`src/rtl/sky_pkg.sv`:
```
// Shared opcode constants, register-address width and controller state type
// for the XU pipeline control slice.
package sky_pkg;

    localparam int REG_ADDR_W = 4;

    localparam logic [3:0] OP_RTYPE = 4'd0;
    localparam logic [3:0] OP_ITYPE = 4'd1;
    localparam logic [3:0] OP_LOAD  = 4'd2;
    localparam logic [3:0] OP_STORE = 4'd3;

    typedef enum logic [1:0] {
        RUN      = 2'd0,
        MEM_WAIT = 2'd1,
        FAULT    = 2'd2
    } ctrl_state_t;

    // Which register sources an opcode reads: bit 0 = rs1, bit 1 = rs2.
    function automatic logic [1:0] src_use(input logic [3:0] opcode);
        case (opcode)
            OP_RTYPE, OP_STORE: return 2'b11;
            OP_ITYPE, OP_LOAD:  return 2'b01;
            default:            return 2'b00;
        endcase
    endfunction

endpackage

```
`src/rtl/sky_pipeline_ctrl_if.sv`:
```
// Pipeline-side view of the stall/bubble sequencer: hazard sources, dmem
// handshake, stall/bubble controls and performance counters.
interface sky_pipeline_ctrl_if
    import sky_pkg::*;
#(
    parameter int CNT_W = 32
);
    logic                  id_valid;
    logic [31:0]           id_instr;
    logic                  ex_valid;
    logic                  ex_reg_write;
    logic                  ex_mem_read;
    logic [REG_ADDR_W-1:0] ex_rd_addr;
    logic                  mem_valid;
    logic                  mem_reg_write;
    logic [REG_ADDR_W-1:0] mem_rd_addr;
    logic                  mem_req;
    logic                  dmem_ack;
    logic                  clr_counters;

    logic                  stall_if;
    logic                  stall_id;
    logic                  bubble_ex;
    logic                  stall_ex;
    logic                  stall_mem;
    logic                  bubble_wb;
    logic                  fault;
    logic [CNT_W-1:0]      stall_cycles;
    logic [CNT_W-1:0]      hazard_cycles;

    // Pipeline stages drive the request side.
    modport master (
        output id_valid, id_instr, ex_valid, ex_reg_write, ex_mem_read, ex_rd_addr,
               mem_valid, mem_reg_write, mem_rd_addr, mem_req, dmem_ack, clr_counters,
        input  stall_if, stall_id, bubble_ex, stall_ex, stall_mem, bubble_wb, fault,
               stall_cycles, hazard_cycles
    );

    // The controller consumes the request side.
    modport slave (
        input  id_valid, id_instr, ex_valid, ex_reg_write, ex_mem_read, ex_rd_addr,
               mem_valid, mem_reg_write, mem_rd_addr, mem_req, dmem_ack, clr_counters,
        output stall_if, stall_id, bubble_ex, stall_ex, stall_mem, bubble_wb, fault,
               stall_cycles, hazard_cycles
    );

endinterface

```
`src/rtl/sky_hazard_detect.sv`:
```
// Combinational RAW hazard check between the instruction in ID and the
// producers in EX/MEM that ID cannot yet see through WB forwarding.
module sky_hazard_detect
    import sky_pkg::*;
#(
    parameter bit EX_FWD = 1'b0
) (
    input  logic                  id_valid,
    input  logic [31:0]           id_instr,
    input  logic                  ex_valid,
    input  logic                  ex_reg_write,
    input  logic                  ex_mem_read,
    input  logic [REG_ADDR_W-1:0] ex_rd_addr,
    input  logic                  mem_valid,
    input  logic                  mem_reg_write,
    input  logic [REG_ADDR_W-1:0] mem_rd_addr,
    output logic                  hazard
);

    logic [1:0]            use_src;
    logic [REG_ADDR_W-1:0] src_addr [2];
    logic [1:0]            src_hit;
    logic                  ex_live;
    logic                  mem_live;
    logic                  unused_instr_bits;

    assign use_src     = src_use(id_instr[31:28]);
    assign src_addr[0] = id_instr[27:24];
    assign src_addr[1] = id_instr[23:20];
    assign unused_instr_bits = ^id_instr[19:0];

    // With EX/MEM forwarding downstream only a load in EX still blocks ID.
    assign ex_live  = ex_valid & ex_reg_write & (EX_FWD ? ex_mem_read : 1'b1);
    assign mem_live = mem_valid & mem_reg_write & ~EX_FWD;

    generate
        for (genvar gi = 0; gi < 2; gi++) begin : g_src
            assign src_hit[gi] = use_src[gi] && (src_addr[gi] != '0) &&
                                 ((ex_live  && (src_addr[gi] == ex_rd_addr)) ||
                                  (mem_live && (src_addr[gi] == mem_rd_addr)));
        end
    endgenerate

    assign hazard = id_valid & (|src_hit);

endmodule

```
`src/rtl/sky_pipeline_ctrl.sv`:
```
// Stall/bubble sequencer: data-hazard bubbles, dmem wait handshake with a
// watchdog that latches a sticky fault, and saturating stall/hazard counters.
module sky_pipeline_ctrl
    import sky_pkg::*;
#(
    parameter bit EX_FWD      = 1'b0,
    parameter int MEM_TIMEOUT = 64,
    parameter int CNT_W       = 32
) (
    input logic                clk,
    input logic                reset,
    sky_pipeline_ctrl_if.slave ctrl
);

    localparam int TO_W = $clog2(MEM_TIMEOUT) + 1;
    // Entry cycle in RUN is the first stall, so MEM_WAIT gives up after MEM_TIMEOUT-1 more.
    localparam logic [TO_W-1:0] TO_LAST = TO_W'(MEM_TIMEOUT - 2);

    ctrl_state_t     state_reg, state_next;
    logic [TO_W-1:0] to_cnt_reg, to_cnt_next;
    logic            fault_reg;
    logic            hazard;
    logic            mem_stall, hazard_stall, fault_stall;

    sky_hazard_detect #(
        .EX_FWD (EX_FWD)
    ) u_hazard (
        .id_valid      (ctrl.id_valid),
        .id_instr      (ctrl.id_instr),
        .ex_valid      (ctrl.ex_valid),
        .ex_reg_write  (ctrl.ex_reg_write),
        .ex_mem_read   (ctrl.ex_mem_read),
        .ex_rd_addr    (ctrl.ex_rd_addr),
        .mem_valid     (ctrl.mem_valid),
        .mem_reg_write (ctrl.mem_reg_write),
        .mem_rd_addr   (ctrl.mem_rd_addr),
        .hazard        (hazard)
    );

    always_ff @(posedge clk or posedge reset) begin
        if (reset) begin
            state_reg  <= RUN;
            to_cnt_reg <= '0;
            fault_reg  <= 1'b0;
        end else begin
            state_reg  <= state_next;
            to_cnt_reg <= to_cnt_next;
            if (state_next == FAULT) begin
                fault_reg <= 1'b1;
            end
        end
    end

    always_comb begin
        state_next   = state_reg;
        to_cnt_next  = to_cnt_reg;
        mem_stall    = 1'b0;
        hazard_stall = 1'b0;
        fault_stall  = 1'b0;
        case (state_reg)
            RUN: begin
                if (ctrl.mem_req && !ctrl.dmem_ack) begin
                    mem_stall   = 1'b1;
                    state_next  = MEM_WAIT;
                    to_cnt_next = '0;
                end else if (hazard) begin
                    hazard_stall = 1'b1;
                end
            end
            MEM_WAIT: begin
                if (!ctrl.dmem_ack) begin
                    mem_stall = 1'b1;
                    if (to_cnt_reg == TO_LAST) begin
                        state_next = FAULT;
                    end else begin
                        to_cnt_next = to_cnt_reg + {{(TO_W-1){1'b0}}, 1'b1};
                    end
                end else begin
                    // The ack cycle behaves like RUN with no request, so a held-back hazard bubbles now.
                    state_next   = RUN;
                    hazard_stall = hazard;
                end
            end
            FAULT: begin
                fault_stall = 1'b1;
            end
            default: begin
                state_next = RUN;
            end
        endcase
    end

    assign ctrl.stall_if  = mem_stall | hazard_stall | fault_stall;
    assign ctrl.stall_id  = mem_stall | hazard_stall | fault_stall;
    assign ctrl.bubble_ex = hazard_stall;
    assign ctrl.stall_ex  = mem_stall | fault_stall;
    assign ctrl.stall_mem = mem_stall | fault_stall;
    assign ctrl.bubble_wb = mem_stall | fault_stall;
    assign ctrl.fault     = fault_reg;

    logic [1:0] cnt_inc;
    assign cnt_inc = {hazard_stall, ctrl.stall_if};

    generate
        for (genvar gi = 0; gi < 2; gi++) begin : g_perf
            logic [CNT_W-1:0] cnt_reg;
            always_ff @(posedge clk or posedge reset) begin
                if (reset) begin
                    cnt_reg <= '0;
                end else if (ctrl.clr_counters) begin
                    cnt_reg <= '0;
                end else if (cnt_inc[gi] && (cnt_reg != '1)) begin
                    cnt_reg <= cnt_reg + {{(CNT_W-1){1'b0}}, 1'b1};
                end
            end
        end
    endgenerate

    assign ctrl.stall_cycles  = g_perf[0].cnt_reg;
    assign ctrl.hazard_cycles = g_perf[1].cnt_reg;

endmodule

```
`src/flat_wrapper.sv`:
```
// flat-port wrapper written by rule: the top's interface ports become plain ports
module sky_pipeline_ctrl_flat import sky_pkg::*;
#(
    parameter bit EX_FWD      = 1'b0,
    parameter int MEM_TIMEOUT = 64,
    parameter int CNT_W       = 32
)
  (clk, reset, ctrl_id_valid, ctrl_id_instr, ctrl_ex_valid, ctrl_ex_reg_write, ctrl_ex_mem_read, ctrl_ex_rd_addr, ctrl_mem_valid, ctrl_mem_reg_write, ctrl_mem_rd_addr, ctrl_mem_req, ctrl_dmem_ack, ctrl_clr_counters, ctrl_stall_if, ctrl_stall_id, ctrl_bubble_ex, ctrl_stall_ex, ctrl_stall_mem, ctrl_bubble_wb, ctrl_fault, ctrl_stall_cycles, ctrl_hazard_cycles);
  sky_pipeline_ctrl_if #(.CNT_W(CNT_W)) ctrl_i ();
  input logic clk;
  input logic reset;
  input wire logic [$bits(ctrl_i.id_valid)-1:0] ctrl_id_valid;
  input wire logic [$bits(ctrl_i.id_instr)-1:0] ctrl_id_instr;
  input wire logic [$bits(ctrl_i.ex_valid)-1:0] ctrl_ex_valid;
  input wire logic [$bits(ctrl_i.ex_reg_write)-1:0] ctrl_ex_reg_write;
  input wire logic [$bits(ctrl_i.ex_mem_read)-1:0] ctrl_ex_mem_read;
  input wire logic [$bits(ctrl_i.ex_rd_addr)-1:0] ctrl_ex_rd_addr;
  input wire logic [$bits(ctrl_i.mem_valid)-1:0] ctrl_mem_valid;
  input wire logic [$bits(ctrl_i.mem_reg_write)-1:0] ctrl_mem_reg_write;
  input wire logic [$bits(ctrl_i.mem_rd_addr)-1:0] ctrl_mem_rd_addr;
  input wire logic [$bits(ctrl_i.mem_req)-1:0] ctrl_mem_req;
  input wire logic [$bits(ctrl_i.dmem_ack)-1:0] ctrl_dmem_ack;
  input wire logic [$bits(ctrl_i.clr_counters)-1:0] ctrl_clr_counters;
  output wire logic [$bits(ctrl_i.stall_if)-1:0] ctrl_stall_if;
  output wire logic [$bits(ctrl_i.stall_id)-1:0] ctrl_stall_id;
  output wire logic [$bits(ctrl_i.bubble_ex)-1:0] ctrl_bubble_ex;
  output wire logic [$bits(ctrl_i.stall_ex)-1:0] ctrl_stall_ex;
  output wire logic [$bits(ctrl_i.stall_mem)-1:0] ctrl_stall_mem;
  output wire logic [$bits(ctrl_i.bubble_wb)-1:0] ctrl_bubble_wb;
  output wire logic [$bits(ctrl_i.fault)-1:0] ctrl_fault;
  output wire logic [$bits(ctrl_i.stall_cycles)-1:0] ctrl_stall_cycles;
  output wire logic [$bits(ctrl_i.hazard_cycles)-1:0] ctrl_hazard_cycles;
  assign ctrl_i.id_valid = ctrl_id_valid;
  assign ctrl_i.id_instr = ctrl_id_instr;
  assign ctrl_i.ex_valid = ctrl_ex_valid;
  assign ctrl_i.ex_reg_write = ctrl_ex_reg_write;
  assign ctrl_i.ex_mem_read = ctrl_ex_mem_read;
  assign ctrl_i.ex_rd_addr = ctrl_ex_rd_addr;
  assign ctrl_i.mem_valid = ctrl_mem_valid;
  assign ctrl_i.mem_reg_write = ctrl_mem_reg_write;
  assign ctrl_i.mem_rd_addr = ctrl_mem_rd_addr;
  assign ctrl_i.mem_req = ctrl_mem_req;
  assign ctrl_i.dmem_ack = ctrl_dmem_ack;
  assign ctrl_i.clr_counters = ctrl_clr_counters;
  assign ctrl_stall_if = ctrl_i.stall_if;
  assign ctrl_stall_id = ctrl_i.stall_id;
  assign ctrl_bubble_ex = ctrl_i.bubble_ex;
  assign ctrl_stall_ex = ctrl_i.stall_ex;
  assign ctrl_stall_mem = ctrl_i.stall_mem;
  assign ctrl_bubble_wb = ctrl_i.bubble_wb;
  assign ctrl_fault = ctrl_i.fault;
  assign ctrl_stall_cycles = ctrl_i.stall_cycles;
  assign ctrl_hazard_cycles = ctrl_i.hazard_cycles;
  sky_pipeline_ctrl #(.EX_FWD(EX_FWD), .MEM_TIMEOUT(MEM_TIMEOUT), .CNT_W(CNT_W)) u_core (.clk(clk), .reset(reset), .ctrl(ctrl_i));
endmodule
```
`config.mk`:
```
export PLATFORM = sky130hd
export DESIGN_NAME = sky_pipeline_ctrl_flat
export DESIGN_NICKNAME = d
export VERILOG_FILES = /design/src/rtl/sky_pkg.sv /design/src/rtl/sky_pipeline_ctrl_if.sv /design/src/rtl/sky_hazard_detect.sv /design/src/rtl/sky_pipeline_ctrl.sv /design/src/flat_wrapper.sv
export SDC_FILE = /design/constraint.sdc
export NUM_CORES = 1
export LEC_CHECK = 0
export BUFFER_PORTS_ARGS = -buffer_cell sky130_fd_sc_hd__buf_2
export CAP_MARGIN = 20
export CORE_MARGIN = 10
export CORE_UTILIZATION = 30
export DETAILED_ROUTE_END_ITERATION = 8
export PLACE_DENSITY = 0.53
export SYNTH_ARGS = -nofsm -noshare
export SYNTH_HDL_FRONTEND = slang
export SYNTH_SLANG_ARGS = --single-unit
```
`constraint.sdc`:
```
create_clock -name clk -period 2.9 [get_ports clk]
set_input_delay 0.145 -clock clk [delete_from_list [all_inputs] [get_ports clk]]
set_output_delay 0.145 -clock clk [all_outputs]
set_load 0.02 [all_outputs]
```
==> results of run 1 <==
[worst max-delay path: cells and delay by family, from the launching register on]
kind | cells | cell delay (ps)
buf+inv | 1 | 220
flops | 1 | 430
compound gates | 1 | 260
simple gates | 7 | 1530
[worst paths after layout]
kind	depth (start not counted)	slack [ps]	start	endpoint
setup / recovery	9	400	u_core.ctrl.stall_cycles[15]$_DFFE_PP0P_	u_core.ctrl.stall_cycles[3]$_DFFE_PP0P_
hold / removal	4	130	ctrl_dmem_ack	u_core.state_reg[1]$_DFF_PP0_
setup reg to reg	9	400	u_core.ctrl.stall_cycles[15]$_DFFE_PP0P_	u_core.ctrl.stall_cycles[3]$_DFFE_PP0P_
hold reg to reg	1	460	u_core.ctrl.fault$_DFFE_PP0N_	u_core.ctrl.fault$_DFFE_PP0N_
max in group asynchronous	4	1730	reset	u_core.ctrl.hazard_cycles[15]$_DFFE_PP0P_
min in group asynchronous	3	490	reset	u_core.ctrl.stall_cycles[29]$_DFFE_PP0P_
[Yosys cell counts (all sizes together), types with 5 or more instances]
cell type  instances  area [µm²]
a21oi             28         140
and3              13        81.3
buf               10        66.3
clkbuf             8        30.0
dfrtp             74        1850
inv               13        48.8
nand2             31         116
nand3             24         125
nand4             19         119
nor2              59         221
nor2b              7        43.8
nor3              11        55.1
o2111ai            8        70.1
o211ai             5        37.5
o21ai             27         154
o31ai              6        45.0
or3               19         119
or4                9        71.3
xnor2             20         175
xor2              31         272
[layout make-up]
| class | count | area (µm²) |
|---|---|---|
| timing repair buffer | 116 | 636 |
| sequential | 74 | 1850 |
| clock inverter | 2 | 35.0 |
| fill | 1377 | 8160 |
| multi-input combinational | 350 | 2130 |
| inverter | 14 | 57.6 |
| clock buffer | 14 | 264 |
| tap | 176 | 220 |
[placed cells by master, fill, tap and decap left out, drive strengths merged, types with 3 or more instances in the layout]
| cell type | count |
|---|---|
| a21oi | 28 |
| and2 | 4 |
| and3 | 13 |
| buf | 115 |
| clkbuf | 14 |
| dfrtp | 74 |
| ha | 4 |
| inv | 13 |
| mux2 | 4 |
| nand2 | 31 |
| nand3 | 24 |
| nand4 | 19 |
| nor2 | 59 |
| nor2b | 7 |
| nor3 | 11 |
| nor4 | 4 |
| o2111ai | 8 |
| o211ai | 5 |
| o21ai | 27 |
| o31ai | 6 |
| or2 | 3 |
| or3 | 19 |
| or4 | 9 |
| xnor2 | 20 |
| xor2 | 31 |
[cells by family after synthesis]
logic type / Yosys count / synth area share (%)
simple gates: 212 / 26.5
compound gates: 78 / 11.6
buf+inv: 32 / 3.73
flops: 74 / 44.8
fa+ha+maj: 4 / 1.21
xor+xnor: 51 / 10.8
mux: 5 / 1.33
[metrics by stage]
| step | area (µm²) | total power (W) | util, % |
|---|---|---|---|
| global placement | 4880 | 0.00126 | 36.6 |
| global route | 5190 | 0.00248 | 38.9 |
| detailed placement | 4880 | 0.00126 | 36.6 |
| finish | 5190 | 0.00237 | 38.9 |
| CTS | 5190 | 0.00242 | 38.9 |
| floorplan | 4130 | 0.00119 | - |
[repair_timing]
item                                   in CTS  in global routing
hold buffers                                1                  0
gates resized for setup                     0                  0
endpoints found under the hold margin      32                  0
[power groups by stage]
stage                     clock network [W]  registers [W]  logic (W)
after CTS                           0.00117        0.00106   0.000184
after detailed placement                  0        0.00108   0.000183
after global routing                0.00122        0.00106   0.000202
final                               0.00113        0.00106   0.000179
after global placement                    0        0.00108   0.000179
after floorplan                           0        0.00108   0.000108
[routing by layer]
layer	vias up	global-route usage, %
met5	-	0
met4	0	6.85
met3	18	2.88
met2	84	20.0
met1	1804	15.6
li1	1833	-
==> run summary, run 1 <==
The run finished with clean final reports. Summing the sequential cell areas from Yosys gives 44.8% of the chip area. For this block, the initial DRC count from the detailed router was 232. The tools report the count of endpoints failing hold in the final timing report as 0. CTS saw 74 sinks. Synthesis handed over a netlist of 456 instances. The repair_antennas step left the layout with diodes totalling 0.

Setup repair after global routing left no endpoint under its margin. The run gives 0.261 mV as the maximum vdd drop. The routed length on met2 came out at 5.53 mm. Hold is met by 135 ps. The floorplan row count is 42, and the register clock-pin slew on the reported worst setup and hold paths is 60 ps. The detailed router put a total of 5.15 mm of wire on met1.

During placement, the flow inserted port buffers numbering 100. The layout-stage area growth over the synthesis result is 25.6%, and the synthesis warning total is 0. The worst setup path is captured at a register. The reported leakage power was 2.36 nW; the post-route worst setup slack was 397 ps. The run gives 31.0% as the effective utilization at floorplan. For the worst-skew pair, the clock arrives at the later sink with an insertion delay of 340 ps. The fraction of power consumed by sequential logic is 44.6%, and the routed wire length per instance is 15.6 µm. Once the clock tree was built, the setup fixing pass inserted 0 buffers. Detailed placement ended at an HPWL of 8.80 mm. For the number of distinct library cells after synthesis, the log shows 44. The switching fraction of total power was 23.3%. Between clock sinks in the finished design, the worst skew comes to 4.48 ps. After detailed routing, no signal wire sits above met4. The total power density per cell area is 457 nW/µm². The number of standard cells in the layout, taps in and fillers out is 746, and the width of the die is 137 µm.

For the final sum of negative setup slack, the log shows 0 ps. The routed wire length is 11.6 mm. TritonCTS built the clock tree. Summed instance area of the synthesized netlist: 4130 µm². The run gives 0 as the number of pins exceeding their max-slew limit in the final report. The congestion estimate from routability-driven global placement came to 0.807. Entering global routing, the biggest net connects 43 pins. The cell sitting at the root of the clock tree is a sky130_fd_sc_hd__clkbuf_16. The signal on the critical path passes through and4_1 > nand3_1 > nor2_1 > and3_1 > nand3_1 > o21ai_2 > buf_4 > or4_1 > nand2_1. The arrival time reported for the critical path endpoint is 2780 ps, and the initial antenna violation count is 0.

For this run, the total global-route usage over all layers was measured as 12.6%. The run gives 0 as the number of setup violations in the final report. Among the stages of the critical path, the cell type that occurs most often is sky130_fd_sc_hd__nand3_1. The reported net switching power is 0.000553 W, and the count of H-tree levels built during CTS is 3. The most used flip-flop cell after synthesis was sky130_fd_sc_hd__dfrtp_1.

The run gives 18.9 mm as the first-pass GRT wire length. The synthesized area per cell was 9.06 µm². The share of flip-flops with an asynchronous set or reset after synthesis was 100%.

After detailed routing, the number of remaining DRC violations is 0. The largest individual stage delay along the critical path comes from the cell sky130_fd_sc_hd__or4_1. The worst setup path is launched from a register. The share of the clock period used by the worst path is 86.3%.

Average vias per placed instance: 5.01. The share of total power dissipated in combinational logic is 7.6%. Timing analysis after detailed placement gives a worst setup slack of 339 ps. Once placement completed, the tool counted placed cells totaling 729. The region available for standard cell placement spans 13300 µm². Once detail routing completed, the nets flagged for antenna violations numbered 0. For this run the aggregate overflow at the end of global routing stands at 0. The class of the most critical setup path was reg -> reg. The routed length on met3 is 636 µm.

The largest driver fanout on the critical path was 15. The class of the tightest hold or removal check was in -> reg. Summing over every cut layer, the via total after detailed routing is 3739. The die area was 18900 µm²; the share of total power in the clock network was 47.8%.

The synthesized flop and latch total is 74, and the critical path's largest stage delay is 450 ps. The final period demand of the worst path was 2500 ps; the cell internal power dissipation was 0.00182 W. The first detailed-routing pass ran for 5 iterations. Height of the chip: 137 µm. The tools report the via count of the first global-routing pass as 3664. Based on the critical path, the design can be clocked at up to 400 MHz. Counting every net in the synthesized netlist gives 511. Measured against its own limit, the worst slew margin works out to 50.5%.

TritonCTS created 9 clock buffers. The transition time at the pin with the least slew margin is 741 ps. Across the run, the number of max-cap violations was 0. 122 I/O pins were placed.

The share of final-layout standard cells stronger than drive strength 1 is 25.1%. For the worst setup path, the data required time is 3180 ps. The number of synthesized flops with an enable pin is 0. In this run the deepest clock path goes through 2 buffers. Final net count: 620.
Power figures use the tool's default switching activity.
==> run 2: changes to the inputs <==
PLACE_DENSITY = unset   (was 0.53)
PLACE_DENSITY_LB_ADDON = 0.1   (was unset)
==> run summary, run 2 (synthesis gave the netlist of run 1 again) <==
In this run the core area contains 42 standard-cell rows. The most common library cell in the layout ignoring fill and taps is sky130_fd_sc_hd__buf_2. Final design utilization: 39.2%. Using the TritonRoute via totals, the vias-per-cell ratio works out to 5.03. The number of cells on the worst reg-to-reg path was 9. On the final layout, the worst clock skew is 10.4 ps. For the via count of the first global-routing pass, the log shows 3639.

The flow ran to the end, but the final reports show violations. The most frequent cell on the critical path is sky130_fd_sc_hd__nor2_1. The critical path's largest stage delay was 420 ps; the width of the die was 137 µm. The count of endpoints failing hold in the final timing report was 14; the worst path buffer plus inverter count was 1. Layer with the highest usage: met2. Gate family responsible for the most delay along the worst path: simple AND/OR/NAND/NOR gates. Fill cells in the final layout number 1370.

Layout-stage area growth over the synthesis result: 26.6%. The min-delay analysis places its worst path in the category in -> async. The run gives 31.0% as the effective utilization at floorplan. Data on the critical path arrives at its endpoint at 2800 ps. The met3 track utilization from global routing came out at 3.64%.

After clock tree synthesis, the clock-pin slew on the worst setup and hold paths is 60 ps. The finished cells cover 5230 µm². The run gives 0 as the post-route DRC violation count.

The transition time at the pin with the least slew margin works out to 935 ps. Kind of launch point of the worst setup path: a register. Walking the worst path, the cells encountered are and4_1 > and3_1 > nand4_1 > nor2_1 > nand3_1 > buf_4 > o2111ai_1 > nor2_1 > mux2_2. The checks that failed: hold timing.

The core box area came out at 13300 µm². The routed wire length per instance came out at 15.7 µm. The share of final-layout standard cells stronger than drive strength 1 works out to 25.6%. The number of stages on the worst setup path was 9. In this run the worst path has a maximum fanout of 7.

The logs give 3120 ps for the required time of the critical path and 340 ps for the latest clock arrival within the worst-skew pair. For the number of pins exceeding their max-slew limit in the final report, the log shows 0. For the routed wire length, the log shows 11.7 mm. The number of buffers added on ports works out to 100. The logs give 0 for the max-cap check violation count and 17.1% for the global-route met1 utilization.

After the last flow step, the layout net total stands at 620. The detailed router finished its first iteration with 243 violations. TritonCTS built the clock tree. Once routing completed, OpenROAD measured the worst setup slack at 318 ps. The initial antenna violation count was 0.

The logs give 286 ps for the worst setup timing slack at the placement stage and 19.2 mm for the first-pass GRT wire length. The run gives 0 as the post-route antenna net violation count. On the critical path, the stage with the largest delay is an instance of sky130_fd_sc_hd__dfrtp_1. Setup repair after global routing left no endpoint under its margin.

Once placement finished, the instance area stood at 4890 µm². Setup violations remaining at the end of the flow were counted as 0. For the final weighted congestion of routability-driven global placement, the log shows 0.842.

Power spread over the standard cell area amounts to 479 nW/µm². In this run the clock root is driven by a sky130_fd_sc_hd__clkbuf_16. The final sum of negative setup slack was 0 ps; the maximum number of buffers from clock root to sink was 2. Excluding fillers, the count of instances in the completed layout stands at 746.

Die area: 18900 µm². STA classifies the critical path endpoint as a register. In the global route stage, met2 resource usage came out at 18.7%. The repair_antennas step left the layout with diodes totalling 0. The count of H-tree levels built during CTS is 3, and the share of the clock period used by the worst path is 89.1%. Entering global routing, the biggest net connects 48 pins. The detailed placement HPWL was 8.70 mm; the final hold slack was -6.68 ps. Summed over all layers, the global routing overflow is 0. Measured against its own limit, the worst slew margin works out to 37.6%. From bottom edge to top edge, the die measures 137 µm. Total routing usage reported by global routing: 12.7%. The run gives 2.38 nW as the reported leakage power. VDD sags by at most 0.301 mV. The critical path is of the reg -> reg type. The number of placed cells counting well taps was 730.

Clock tree synthesis found a total of 74 sinks. The number of clock buffers added by TritonCTS is 9. The final route contains 3752 vias.

Final period demand of the worst path: 2580 ps. In the layout the commonest cells are sky130_fd_sc_hd__buf_2 (100), sky130_fd_sc_hd__dfrtp_1 (74), sky130_fd_sc_hd__nor2_1 (59), sky130_fd_sc_hd__xor2_1 (31), sky130_fd_sc_hd__nand2_1 (31). For this run, the detailed router's first-pass iteration total came to 4. Based on the critical path, the design can be clocked at up to 387 MHz. The tools report the count of boundary I/O pins as 122.
==> run 2: cell types whose count changed in the layout (fill, tap and decap cells not counted), sizes merged <==
cell / delta
buf: +1
bufinv: +2
clkbuf: -4
clkinv: +2
dlygate4sd3: -1
==> run 2: layout make-up <==
cell class                      count  area (µm²)  share of cell area (%)
Clock buffer                       10         229                    4.38
Clock inverter                      6         105                    2.01
Inverter                           14        57.6                    1.10
Multi-Input combinational cell    350        2130                    40.8
Sequential cell                    74        1850                    35.4
Tap cell                          176         220                    4.21
Timing Repair Buffer              116         633                    12.1
==> run 2: power breakdown <==
group	internal [W]	total, W	switching [W]	leakage [nW]
Sequential	0.00104	0.00106	0.0000145	1.03
Combinational	0.0000618	0.000177	0.000115	1.19
Clock	0.000836	0.00127	0.000433	0.166
Total	0.00194	0.00250	0.000562	2.38
==> run 2: metrics by stage <==
step / hold slack [ps] / power [W]
after floorplan: 311 / 0.00119
after global placement: 388 / 0.00126
after detailed placement: 392 / 0.00126
after CTS: 25.0 / 0.00255
after global routing: 58.0 / 0.00260
final: -6.68 / 0.00250
==> run 2: repair_timing <==
action,in CTS,in global routing
hold endpoints to repair,0,0
resized for setup,0,1
setup endpoints to repair,0,1
setup buffers,0,0
hold buffers,0,0
==> run 2: routing by layer <==
metal / share of wire [%] / wire length [µm]
met3: 7.8 / 921
met1: 45 / 5320
met5: 0 / 0
met4: 1.2 / 145
met2: 46 / 5360
==> run 2: worst paths after layout <==
check                                                         from                                        end  slack, ps
min in group clk                                     ctrl_dmem_ack              u_core.state_reg[1]$_DFF_PP0_        140
max in group asynchronous                                    reset  u_core.ctrl.hazard_cycles[12]$_DFFE_PP0P_       2210
max                        u_core.ctrl.stall_cycles[7]$_DFFE_PP0P_   u_core.ctrl.stall_cycles[31]$_DFFE_PP0P_        320
max reg2reg                u_core.ctrl.stall_cycles[7]$_DFFE_PP0P_   u_core.ctrl.stall_cycles[31]$_DFFE_PP0P_        320
min reg2reg                          u_core.ctrl.fault$_DFFE_PP0N_              u_core.ctrl.fault$_DFFE_PP0N_        470
min                                                          reset   u_core.ctrl.stall_cycles[24]$_DFFE_PP0P_         -7
==> run 3: changes to the inputs <==
clock period = 3.1 ns   (was 2.9 ns; I/O delays follow)
==> run summary, run 3 (synthesis gave the netlist of run 1 again) <==
The run finished with clean final reports. The logs give 13300 µm² for the core box area and 0 for the post-cts resize count. The design draws 0.00221 W. The logs give 0 for the hold buffer count at cts and 8.69 mm for the detailed placement HPWL. Largest driver fanout on the critical path: 22.

The tools report the floorplan row count as 42. Once the clock tree was built, the setup fixing pass inserted 0 buffers. Once placement completed, the tool counted placed cells totaling 725. Setup repair after global routing left no endpoint under its margin. The layout-stage area growth over the synthesis result is 25.1%, and the average vias per placed instance is 4.97. Along the worst hold path, the cell count comes to 4. The first routing iteration left 169 violations.

Of the available clock period, the critical path in the final layout requires 80.6%. In this run the tool buffered the top-level ports with 100 buffer cells. After layout, the minimum clock period comes to 2500 ps. Counting the fill cells in the layout gives 1414. Once layout is complete, the cells apart from fillers number 743. The first TritonRoute pass finished after 4 iterations. The launch instance of the worst register-to-register path is u_core.ctrl.stall_cycles[15]$_DFFE_PP0P_.

The register clock-pin slew on the reported worst setup and hold paths was 60 ps. The die covers 18900 µm². The width of the die came out at 137 µm. The latest clock arrival within the worst-skew pair is 330 ps.

The class of the tightest hold or removal check is in -> reg. No sink is reached through more buffers than the 2 on the longest clock path. The routed wire length per instance was 15.8 µm; the total routing usage reported by global routing was 12.5%. The run gives 11.7 mm as the routed wire length. The worst hold endpoint is u_core.state_reg[1]$_DFF_PP0_. Most common library cell in the layout ignoring fill and taps: sky130_fd_sc_hd__buf_2.

The tools report the kind of launch point of the worst setup path as a register. Adding up every negative setup slack in the final design gives 0 ps. The detail route stage leaves a number of antenna-violating nets equal to 0. The tools report the clock tree root driver cell as sky130_fd_sc_hd__clkbuf_16.

The run gives 0 as the number of diodes. The endpoint type of the worst setup path is a register. The maximum vdd drop came out at 0.236 mV.

The end of the worst register-to-register path is u_core.ctrl.stall_cycles[13]$_DFFE_PP0P_. Leaving out fill and tap cells, the most frequent cells in the layout are sky130_fd_sc_hd__buf_2 (100), sky130_fd_sc_hd__dfrtp_1 (74), sky130_fd_sc_hd__nor2_1 (59), sky130_fd_sc_hd__xor2_1 (31), sky130_fd_sc_hd__nand2_1 (31). Total power density per cell area: 428 nW/µm². In this run the most critical hold path is launched from ctrl_dmem_ack.

In this run the number of H-tree levels came out at 3. The tools report the final weighted congestion of routability-driven global placement as 0.820. The logs give 4.46 ps for the worst-case clock skew and 0 for the initial antenna violation count. 122 I/O pins were placed. Across the run, the number of max-cap violations was 0. The first global-routing pass estimated 18.8 mm of wire. Summing all multi-input logic gate instances after layout gives 2130 µm². The sequential cells in the finished layout cover a total of 1850 µm². Data on the critical path is required at its endpoint by 3360 ps. The run gives 30.3% as the tightest slew margin relative to the limit. The count of endpoints failing hold in the final timing report came out at 0.

The clock buffer count from CTS came out at 9. TritonCTS built the clock tree. CTS saw 74 sinks. For the upper clock frequency limit, the log shows 400 MHz. For the worst flop-to-flop path, the logic depth is 9. For this run, design rule violations remaining after detail routing come to 0.

The die is 137 µm tall. The number of setup violations in the final report was 0; the total overflow reported by the global router was 0. The number of pins exceeding their max-slew limit in the final report came out at 0. For the worst setup path, the data arrival time is 2760 ps. Across all layers, the routed design uses 3690 vias. At the pin with the least slew margin, the transition time is 1030 ps. The reported leakage power came out at 2.34 nW. The via count of the first global-routing pass was 3589. The final net count was 617. Cells with a size suffix above 1 make up 24.7% of the layout. For the effective utilization at floorplan, the log shows 31.0%. The pin count of the biggest net entering global routing is 48, and the worst setup slack for register-to-register paths is 600 ps.

The class of the most critical setup path is reg -> reg.
run 3: changes by cell type in the layout (fill, tap and decap cells not counted):
| cell | previous run | this run |
|---|---|---|
| sky130_fd_sc_hd__dlygate4sd3_1 | 0 | 1 |
| sky130_fd_sc_hd__o21ai_4 | 2 | 1 |
| sky130_fd_sc_hd__bufinv_16 | 3 | 1 |
| sky130_fd_sc_hd__o21ai_2 | 1 | 2 |
| sky130_fd_sc_hd__clkbuf_8 | 0 | 2 |
| sky130_fd_sc_hd__clkbuf_1 | 1 | 3 |
| sky130_fd_sc_hd__buf_4 | 15 | 11 |
| sky130_fd_sc_hd__clkinv_2 | 3 | 1 |
run 3: worst max-delay path by stage:
| stage | from | end | slack, ps | cells past startpoint |
|---|---|---|---|---|
| after global routing | u_core.ctrl.hazard_cycles[0]$_DFFE_PP0P_ | u_core.ctrl.hazard_cycles[27]$_DFFE_PP0P_ | 320 | 8 |
| after global placement | u_core.ctrl.hazard_cycles[0]$_DFFE_PP0P_ | u_core.ctrl.hazard_cycles[29]$_DFFE_PP0P_ | 590 | 8 |
| final | u_core.ctrl.stall_cycles[15]$_DFFE_PP0P_ | u_core.ctrl.stall_cycles[13]$_DFFE_PP0P_ | 600 | 9 |
| after CTS | u_core.ctrl.hazard_cycles[0]$_DFFE_PP0P_ | u_core.ctrl.hazard_cycles[27]$_DFFE_PP0P_ | 570 | 8 |
| after detailed placement | ctrl_id_instr[24] | u_core.ctrl.stall_cycles[1]$_DFFE_PP0P_ | 550 | 10 |
| after floorplan | u_core.ctrl.hazard_cycles[0]$_DFFE_PP0P_ | u_core.ctrl.hazard_cycles[27]$_DFFE_PP0P_ | 720 | 8 |
run 3: cell type report:
| type | count | area share [%] |
|---|---|---|
| Multi-Input combinational cell | 350 | 41.1 |
| Sequential cell | 74 | 35.8 |
| Timing Repair Buffer | 113 | 11.9 |
| Clock buffer | 14 | 5.11 |
| Tap cell | 176 | 4.26 |
| Inverter | 14 | 1.11 |
| Clock inverter | 2 | 0.678 |
run 3: per-layer routing:
metal  wire, µm  track usage [%]  up-vias
met3        825             4.55       15
met4        174             4.16        0
met1       5340             15.4     1775
met5          0                0        -
li1           -                -     1829
met2       5400             19.7       71
run 3: where the power goes:
group	total [W]	internal, W	switching [W]
clock network	0.00106	0.000667	0.000391
logic	0.000164	0.0000572	0.000106
registers	0.000992	0.000977	0.0000143
total	0.00221	0.00170	0.000511
run 3: metrics by stage:
stage	hold slack (ps)	instance area (µm²)	util [%]	worst slack, ps
floorplan	321	4130	-	717
global placement	451	4840	36.2	587
detailed placement	462	4840	36.2	552
CTS	125	5140	38.5	566
global route	156	5170	38.7	323
finish	147	5170	38.7	602
run 3: critical path, stage by stage, from the launching register on:
cell and delay (ps):
sky130_fd_sc_hd__dfrtp_1 440, sky130_fd_sc_hd__and4_1 270, sky130_fd_sc_hd__nand3_1 180, sky130_fd_sc_hd__nor2_1 100, sky130_fd_sc_hd__and3_1 210, sky130_fd_sc_hd__nand3_1 110, sky130_fd_sc_hd__buf_4 160, sky130_fd_sc_hd__o21ai_2 230
sky130_fd_sc_hd__or4_1 580, sky130_fd_sc_hd__a21oi_1 140
